`src/rtl/mod_counter.sv`:
```
// mod_counter: modulo 0..MAX up/down counter with load, enable, wrap/saturate mode and optional prescaler
// Ports:
//   c      - clock, all state changes on posedge
//   reset  - synchronous reset, active low
//   en     - count enable
//   up     - direction, 1 = increment, 0 = decrement
//   sat    - 1 = saturate at the boundary, 0 = wrap around
//   load   - parallel load strobe, d is clamped to MAX
//   d      - load value
//   o      - registered count
//   tc     - terminal count, combinational from o and up
//   wrap   - registered one-cycle pulse shown together with the wrapped value
// Build option: define MOD_COUNTER_PRESCALE_EN to step only every PRESCALE enabled cycles.
module mod_counter #(
    parameter int WIDTH    = 4,
    parameter int MAX      = 8,
    parameter int PRESCALE = 1
) (
    input  logic             c,
    input  logic             reset,
    input  logic             en,
    input  logic             up,
    input  logic             sat,
    input  logic             load,
    input  logic [WIDTH-1:0] d,
    output logic [WIDTH-1:0] o,
    output logic             tc,
    output logic             wrap
);
    localparam logic [WIDTH-1:0] max_v = WIDTH'(MAX);

    if (MAX < 1 || MAX > (2 ** WIDTH) - 1 || PRESCALE < 1) begin : g_bad_params
        $error("mod_counter: illegal WIDTH/MAX/PRESCALE");
    end

    logic             step;
    logic             boundary;
    logic [WIDTH-1:0] o_step;

`ifdef MOD_COUNTER_PRESCALE_EN
    localparam int pw = PRESCALE > 1 ? $clog2(PRESCALE) : 1;
    localparam logic [pw-1:0] ps_last = pw'(PRESCALE - 1);
    logic [pw-1:0] ps;
    assign step = en && (ps == ps_last);
    always_ff @(posedge c) begin
        if (!reset || load)
            ps <= '0;
        else if (en)
            ps <= (ps == ps_last) ? '0 : ps + pw'(1);
    end
`else
    assign step = en;
`endif

    // At the boundary the step either holds (sat) or jumps to the opposite end.
    always_comb begin
        boundary = up ? (o == max_v) : (o == '0);
        o_step   = boundary ? (sat ? o : (up ? '0 : max_v)) : (up ? o + WIDTH'(1) : o - WIDTH'(1));
    end

    assign tc = boundary;

    always_ff @(posedge c) begin
        if (!reset) begin
            o    <= '0;
            wrap <= 1'b0;
        end else if (load) begin
            o    <= (d > max_v) ? max_v : d;
            wrap <= 1'b0;
        end else if (step) begin
            o    <= o_step;
            wrap <= boundary && !sat;
        end else begin
            wrap <= 1'b0;
        end
    end
endmodule

```
`config.mk`:
```
export PLATFORM = sky130hd
export DESIGN_NAME = mod_counter
export DESIGN_NICKNAME = d
export VERILOG_FILES = /design/src/rtl/mod_counter.sv
export SDC_FILE = /design/constraint.sdc
export NUM_CORES = 1
export LEC_CHECK = 0
export ABC_CLOCK_PERIOD_IN_PS = 4600
export CAP_MARGIN = 20
export CORE_AREA = 2 2 39 41
export CTS_BUF_LIST = sky130_fd_sc_hd__clkbuf_4
export CTS_CLUSTER_DIAMETER = 80
export DETAILED_ROUTE_END_ITERATION = 10
export DIE_AREA = 0 0 41 43
export PLACE_DENSITY = 0.61
export SLEW_MARGIN = 20
export SYNTH_ARGS = -nofsm -noshare
export SYNTH_HDL_FRONTEND = slang
export SYNTH_SLANG_ARGS = --single-unit
```
`constraint.sdc`:
```
create_clock -name c -period 4.6 [get_ports c]
set_clock_uncertainty 0.05 [all_clocks]
set_input_delay 0.46 -clock c [delete_from_list [all_inputs] [get_ports c]]
set_output_delay 0.46 -clock c [all_outputs]
set_load 0.005 [all_outputs]
```
==> results of run 1 <==
-- metal layers --
metal  global-route usage (%)  part of all wire (%)  vias up
met3                    7.853                   6.1        3
met4                    4.000                  0.71        0
met5                        0                     0        -
met1                    17.42                    47      201
li1                         -                     -      225
met2                    19.38                    46        8
-- power by group through the flow --
stage	registers (W)	logic [W]	clock network (W)
floorplan	0.0000516	0.0000337	0
global placement	0.0000533	0.0000553	0
detailed placement	0.0000534	0.0000551	0
CTS	0.0000526	0.0000554	0.0000601
global route	0.0000532	0.0000608	0.0000626
finish	0.0000526	0.0000549	0.0000574
-- final cells by class --
class                   count  area [µm²]
clock buffers               4       30.03
fillers                   136       749.5
inverters                   6       22.52
multi-input cells          39       311.5
flip-flops and latches      5       100.1
well taps                  16       20.02
repair buffers             15       150.1
-- path summary, 6_finish.rpt --
path / endpoint / depth (start not counted) / startpoint
setup / recovery: tc / 4 / up
hold / removal: o[2] / 1 / o[2]
hold reg to reg: o[2] / 1 / o[2]
setup reg to reg: o[2] / 6 / o[0]
-- logic make-up after synthesis --
family | share of synthesized area, %
compound gates | 23.53
flops | 22.41
xor+xnor | 5.604
fa+ha+maj | 10.08
mux | 2.521
simple gates | 28.01
buf+inv | 7.842
-- cells in the mapped netlist (all sizes together) --
library cell and count:
inv 6, dfxtp 5, nand3 4, nor2 4, o21ai 4, nor3 3
buf 2, ha 2, nand2 2, nand3b 2, o311a 2, xnor2 2
a211o 1, a211oi 1, a21boi 1, a21oi 1, a31oi 1, and2 1
and4 1, and4b 1, fa 1, mux2 1, nor3b 1, o2111ai 1
o221ai 1, o31ai 1
-- stage by stage --
| step | instance area, µm² | hold WS [ns] | instances | power [W] |
|---|---|---|---|---|
| floorplan | 446.7 | 0.5412 | 52 | 0.00008524 |
| global placement | 604.3 | 0.5859 | 81 | 0.0001086 |
| detailed placement | 604.3 | 0.5788 | 81 | 0.0001085 |
| CTS | 634.4 | 0.5886 | 85 | 0.0001680 |
| global route | 634.4 | 0.6375 | 85 | 0.0001765 |
| finish | 634.4 | 0.5864 | 85 | 0.0001649 |
-- registers in the layout, summed over array words and instances, names as in the netlist --
name  count
o         4
wrap      1
-- critical path: stages --
cell and delay, ns:
sky130_fd_sc_hd__clkdlybuf4s50_1 0.66, sky130_fd_sc_hd__xnor2_2 0.18, sky130_fd_sc_hd__and2_4 0.20, sky130_fd_sc_hd__clkdlybuf4s50_1 0.49
==> results.md, run 1 <==
Die:
- The initial core utilization is 32.28%.
- After floorplanning, the core was sized to cover 0.001384 mm².
- In this run the vertical extent of the chip is 43 µm.
- The die width is 41 µm.
- After floorplanning, the core was divided into 14 placement rows.
- The I/O pin total is 16.
- The die footprint is 0.001763 mm².

Power and ir drop:
- The analysis attributes to cell leakage a power of 0.2505 nW.
- The clock network burns 34.8% of the power.
- The areal power density over the cells is 260.0 mW/mm².
- IR analysis of the VDD net gives a maximum drop of 126.2 µV.
- The combinational share of power is 33.3%.
- Cell internal power was estimated by the tool at 0.0001170 W.
- Net switching is 29.07% of the power.
- Of the total power, registers draw 31.9%.
- The switching power is 0.00004794 W.

Synth:
- The post-synthesis cell type count is 30.
- Synthesis inferred 5 register bits.
- The number of nets in the synthesized netlist is 65.
- The largest area contributor in the synthesized netlist is sky130_fd_sc_hd__dfxtp_1.
- For this run, the number of Yosys warnings is 0.
- By area the synthesized netlist is led by sky130_fd_sc_hd__dfxtp_1 (22%), sky130_fd_sc_hd__ha_1 (5.6%), sky130_fd_sc_hd__inv_1 (5.0%), sky130_fd_sc_hd__fa_1 (4.5%), sky130_fd_sc_hd__nand3_1 (4.5%).
- The number of instances in the synthesized netlist is 52.
- The average instance in the mapped netlist occupies 8.590 µm².
- The share of the Yosys chip area taken by registers is 22.41%.
- The synthesized design devotes to its leading area cell type 22.41% of total area.
- Summing every instance area after synthesis gives 446.7 µm².

Clocking:
- In this run, CTS created clock tree buffers numbering 3.
- The clock passes through at most 2 buffers.
- The clock root buffer is sky130_fd_sc_hd__clkbuf_4.
- The deepest level of the CTS H-tree is 1.
- Clock tree synthesis found a total of 5 sinks.
- Gates resized during post-CTS repair numbered 0.
- Clock-pin slew was measured on the worst setup and hold paths at 0.04 ns.
- Hold repair after CTS inserted 0 buffers.
- Buffers added to address setup during post-CTS repair amount to 0.
- The CTS tree is yes.
- At the later pin of the worst-skew pair, clock insertion delay measures 0.25 ns.

STA:
- At the pin with the least slew margin, the transition time is 0.3330 ns.
- Setup repair after global routing left no endpoint under its margin.
- The headroom to the max-slew limit is 77.73%.
- The number of failing hold endpoints at the final stage is 0.
- The number of slew-limit violations in the final report is 0.
- The period utilization is 54.39%.
- The final number of setup-violating endpoints is 0.
- For the finished layout, the period the worst path requires is 2.502 ns.
- Based on the critical path, the design can be clocked at up to 399.7 MHz.
- The worst setup slack after layout is 2.098 ns.
- The final setup TNS is 0 ns.

GRT:
- The number of antenna violations at the first check in global routing was 0.
- The global-route wire length before repair is 1642 µm.
- The total overflow left after global routing is 0.
- Entering global routing, the biggest net connects 10 pins.
- The number of global-route vias before repair is 385.
- The global router's overall resource usage is 13.77%.

Route:
- The DRC violations left is 0.
- In this run the remaining antenna-violating nets after routing total 0.
- The detailed-routing iteration count for the pre-antenna-repair pass is 4.
- For this block, the initial DRC count from the detailed router was 2.
- Dividing the detail-routed via count by the number of cells gives 5.141.
- The routed layout has 437 vias.
- The total length of routed wires is 988 µm.
- Dividing the detail-routed wire length by the instance count gives 11.62 µm.

Min path:
- In this run the worst hold path is classified as flop to flop.

Layout:
- The area growth from synthesis to final layout is 42.02%.
- At the end of the flow, the number of nets in the layout was 83.
- The number of inserted diodes is 0.
- The library cell used most frequently in the layout, excluding fill and tap cells, is sky130_fd_sc_hd__clkdlybuf4s50_1.
- In the layout the commonest cells are sky130_fd_sc_hd__clkdlybuf4s50_1 (15), sky130_fd_sc_hd__inv_1 (6), sky130_fd_sc_hd__dfxtp_1 (5).
- The share of cells above drive strength 1 is 15.94%.
- Cells fill 45.84% of the core in the end.

Setup path:
- STA classifies the critical path endpoint as an output port.
- The largest fanout of any net on the critical path is 7.
- The startpoint type of the worst setup path is a primary input.
- For the worst setup path, the data required time is 4.09 ns.
- The critical path data arrival time is 1.99 ns.
- Setup slack on the worst reg-to-reg path comes out at 2.92 ns.
- By startpoint and endpoint, the worst setup path is classified as primary input to output port.

Placement:
- Routability-driven placement finished with a final weighted congestion of 0.7400.
- The placed wire-length estimate is 792.8 µm.
- The number of input and output port buffers inserted is 15.
- The worst slack at placement is 2.034 ns.

Job:
- The tool flagged a number of max-cap violations equal to 0.

Outcome:
- The flow ran to the end, and the final reports show no timing, DRC or antenna violations.
No activity file was read; power rests on OpenSTA's default activity.
==> run 2: changes to the inputs <==
--- a/config.mk
+++ b/config.mk
@@ -5,14 +5,14 @@
 export SDC_FILE = /design/constraint.sdc
 export NUM_CORES = 1
 export LEC_CHECK = 0
-export ABC_CLOCK_PERIOD_IN_PS = 4600
+export ABC_CLOCK_PERIOD_IN_PS = 2100
 export CAP_MARGIN = 20
 export CORE_AREA = 2 2 39 41
 export CTS_BUF_LIST = sky130_fd_sc_hd__clkbuf_4
 export CTS_CLUSTER_DIAMETER = 80
 export DETAILED_ROUTE_END_ITERATION = 10
 export DIE_AREA = 0 0 41 43
-export PLACE_DENSITY = 0.61
+export PLACE_DENSITY = 0.63
 export SLEW_MARGIN = 20
 export SYNTH_ARGS = -nofsm -noshare
 export SYNTH_HDL_FRONTEND = slang
==> constraint.sdc (replaced) <==
create_clock -name c -period 2.1 [get_ports c]
set_clock_uncertainty 0.05 [all_clocks]
set_input_delay 0.21 -clock c [delete_from_list [all_inputs] [get_ports c]]
set_output_delay 0.21 -clock c [all_outputs]
set_load 0.005 [all_outputs]
==> run 2 against run 1 <==
Effect of this change: sequential cell count unchanged; hold slack worse by 0.070 ns; sequential share of layout area is 0.12 points lower; die area did not move; critical path depth is 1 higher; largest cell class unchanged; largest power group is now combinational logic.
==> results.md, run 2 (synthesized netlist as in run 1, its figures left out) <==
Outcome:
- Run status: finished clean (unchanged).

Layout:
- The cell area after layout is 639.4 µm² (was 634.4 µm²).
- Largest regs: o (4), wrap (1) (unchanged).
- The post-layout net count is 84 (was 83).
- The leading cell type in the layout, fill and taps excluded is sky130_fd_sc_hd__clkdlybuf4s50_1 (unchanged).
- The number of inserted diodes is 0 (unchanged).
- The top register by number of flip-flops was o (unchanged).
- The share of cells above drive strength 1 is 17.14% (was 15.94%).
- The area growth from synthesis to final layout is 43.14% (was 42.02%).
- The flip-flop count of the largest register after layout came to 4 (unchanged).
- Highest-count cells in the layout ignoring fill and taps: sky130_fd_sc_hd__clkdlybuf4s50_1 (15), sky130_fd_sc_hd__inv_1 (6), sky130_fd_sc_hd__dfxtp_1 (5) (unchanged).

Job:
- The number of maximum-capacitance constraint violations came to 0 (unchanged).

Setup path:
- The startpoint type of the worst setup path is a primary input (unchanged).
- The largest fanout of any net on the critical path is 6 (was 7).
- The critical path's most frequent cell is sky130_fd_sc_hd__clkdlybuf4s50_1 (unchanged).
- The critical path data arrival time came to 1.70 ns (was 1.99 ns).
- The sort of element at the end of the critical path is an output port (unchanged).
- The data required time at the worst endpoint is 1.84 ns (was 4.09 ns).
- Critical Path, Cell by Cell: clkdlybuf4s50_1 > buf_4 > xnor2_2 > and2_4 > clkdlybuf4s50_1 (was clkdlybuf4s50_1 > xnor2_2 > and2_4 > clkdlybuf4s50_1).
- The largest stage delay on the critical path is 0.49 ns (was 0.66 ns).
- The slowest stage cell on the critical path is sky130_fd_sc_hd__clkdlybuf4s50_1 (unchanged).
- The path type of the worst setup path is primary input to output port (unchanged).

Route:
- The first-iteration detailed-routing DRC count was 12 (was 2).
- The count of antenna-violating nets left after detailed routing is 0 (unchanged).
- The total length of routed wires was 1047 µm (was 988 µm).
- The total via count after detailed routing is 450 (was 437).
- The DRC violations left is 0 (unchanged).
- The detailed-routing iteration count for the pre-antenna-repair pass is 4 (unchanged).
- The average wire per cell in the routed design is 12.17 µm (was 11.62 µm).
- The number of vias per cell is 5.233 (was 5.141).

Power and ir drop:
- The leakage power came to 0.2546 nW (was 0.2505 nW).
- The areal power density over the cells is 560.2 mW/mm² (was 260.0 mW/mm²).
- The maximum vdd ir drop came to 349.8 µV (was 126.2 µV).

Clocking:
- The number of CTS-inserted buffers is 3 (unchanged).
- The buffers inserted during post-CTS setup optimization was 0 (unchanged).
- The quantity of hold-fixing buffers added after cts is 0 (unchanged).
- The maximum buffer depth of the clock tree is 2 (unchanged).
- The clock latency of the later-clocked register in the worst-skew pair is 0.26 ns (was 0.25 ns).
- The total of cells resized after clock tree synthesis is 0 (unchanged).
- The clock root buffer is sky130_fd_sc_hd__clkbuf_4 (unchanged).
- The number of clock sinks is 5 (unchanged).
- The deepest level of the CTS H-tree is 1 (unchanged).
- The CTS clock-pin slew for the worst setup and hold paths was 0.06 ns (was 0.04 ns).
- The CTS tree is yes (unchanged).

GRT:
- The met2 track utilization from global routing was 20.31% (was 19.38%).
- The largest net degree at the start of global routing came to 10 (unchanged).
- The number of global-route vias before repair is 427 (was 385).
- The global router's overall resource usage is 14.17% (was 13.77%).
- The global-route wire length before repair is 1690 µm (was 1642 µm).
- The met1 track demand over resource in global routing was 18.71% (was 17.42%).
- The number of antenna violations at the first check in global routing is 0 (unchanged).
- The sum of overflow across all layers after global routing was 0 (unchanged).
- The routing usage on met3 is 6.283% (was 7.853%).
- The most congested layer reported by global routing is met2 (unchanged).

Die:
- The initial core utilization was 32.28% (unchanged).
- The number of cell rows was 14 (unchanged).
- The placeable core region came to 0.001384 mm² (unchanged).
- The I/O pin total is 16 (unchanged).
- The die footprint is 0.001763 mm² (unchanged).
- The height of the die came to 43 µm (unchanged).
- The die width is 41 µm (unchanged).

STA:
- The final setup TNS was 0 ns (unchanged).
- The slew of the pin with the lowest slew margin is 0.3269 ns (was 0.3330 ns).
- The time the final worst path needs with I/O delays and setup is 1.956 ns.
- Static timing analysis puts the maximum clock frequency at 511.2 MHz.
- Of the available clock period, the critical path in the final layout requires 93.15%.
- The worst setup slack after layout is 0.1438 ns (was 2.098 ns).
- The worst hold slack was 0.5167 ns (was 0.5864 ns).
- The number of slew-limit violations in the final report is 0 (unchanged).
- The final number of setup-violating endpoints was 0 (unchanged).
- The headroom to the max-slew limit is 78.17% (was 77.73%).
- The number of failing hold endpoints at the final stage is 0 (unchanged).
- Unrepaired setup endpoints after global routing: false (unchanged).

Min path:
- The worst min-delay path category is primary input to flop (was flop to flop).

Placement:
- The worst slack at placement is 0.09542 ns (was 2.034 ns).
- The post-place instance area came to 611.8 µm² (was 604.3 µm²).
- The global placement routability congestion came to 0.8377 (was 0.7400).
- The placed wire-length estimate is 843.2 µm (was 792.8 µm).
- The number of input and output port buffers inserted was 15 (unchanged).
[run 2: cell types whose count changed in the layout (fill, tap and decap cells not counted), sizes merged]
cell | previous run | this run
clkinv | 0 | 1
clkbuf | 4 | 3
buf | 0 | 1
[run 2: worst paths after layout]
kind	from	endpoint	slack, ns	cells after the start
worst max-delay path	up	tc	0.14	5
worst max register to register	o[0]	o[1]	0.39	5
worst min-delay path	d[1]	o[1]	0.52	3
worst min register to register	o[2]	o[2]	0.60	1
[run 2: cell type report]
type                       instances  area, µm²
multi-input combinational         39      311.5
clock inverter                     1      5.005
inverter                           6      22.52
sequential                         5      100.1
timing repair buffer              16      157.7
clock buffer                       3      22.52
tap                               16      20.02
fill                             150      744.5
[run 2: worst max-delay path: cells and delay by family]
kind,cells,cell delay (ns)
buf+inv,3,1.08
xor+xnor,1,0.20
simple gates,1,0.20
[run 2: layer usage]
layer / vias to the layer above / routed length [µm]
li1: 231 / -
met1: 202 / 488
met2: 15 / 468
met5: - / 0
met4: 0 / 16
met3: 2 / 74
[run 2: per-stage QoR]
stage / cells / total power (W) / util [%]
2_1_floorplan: 52 / 0.0001867 / -
3_3_place_gp: 82 / 0.0002403 / 44.21
3_5_place_dp: 82 / 0.0002404 / 44.21
4_1_cts: 86 / 0.0003628 / 46.20
5_1_grt: 86 / 0.0003832 / 46.20
6_report: 86 / 0.0003582 / 46.20
[run 2: where the power goes]
part / total (W) / switching [W] / internal (W)
clock network: 0.000120 / 0.0000502 / 0.0000696
logic: 0.000123 / 0.0000525 / 0.0000704
registers: 0.000116 / 0.0000135 / 0.000102
total: 0.000358 / 0.000116 / 0.000242
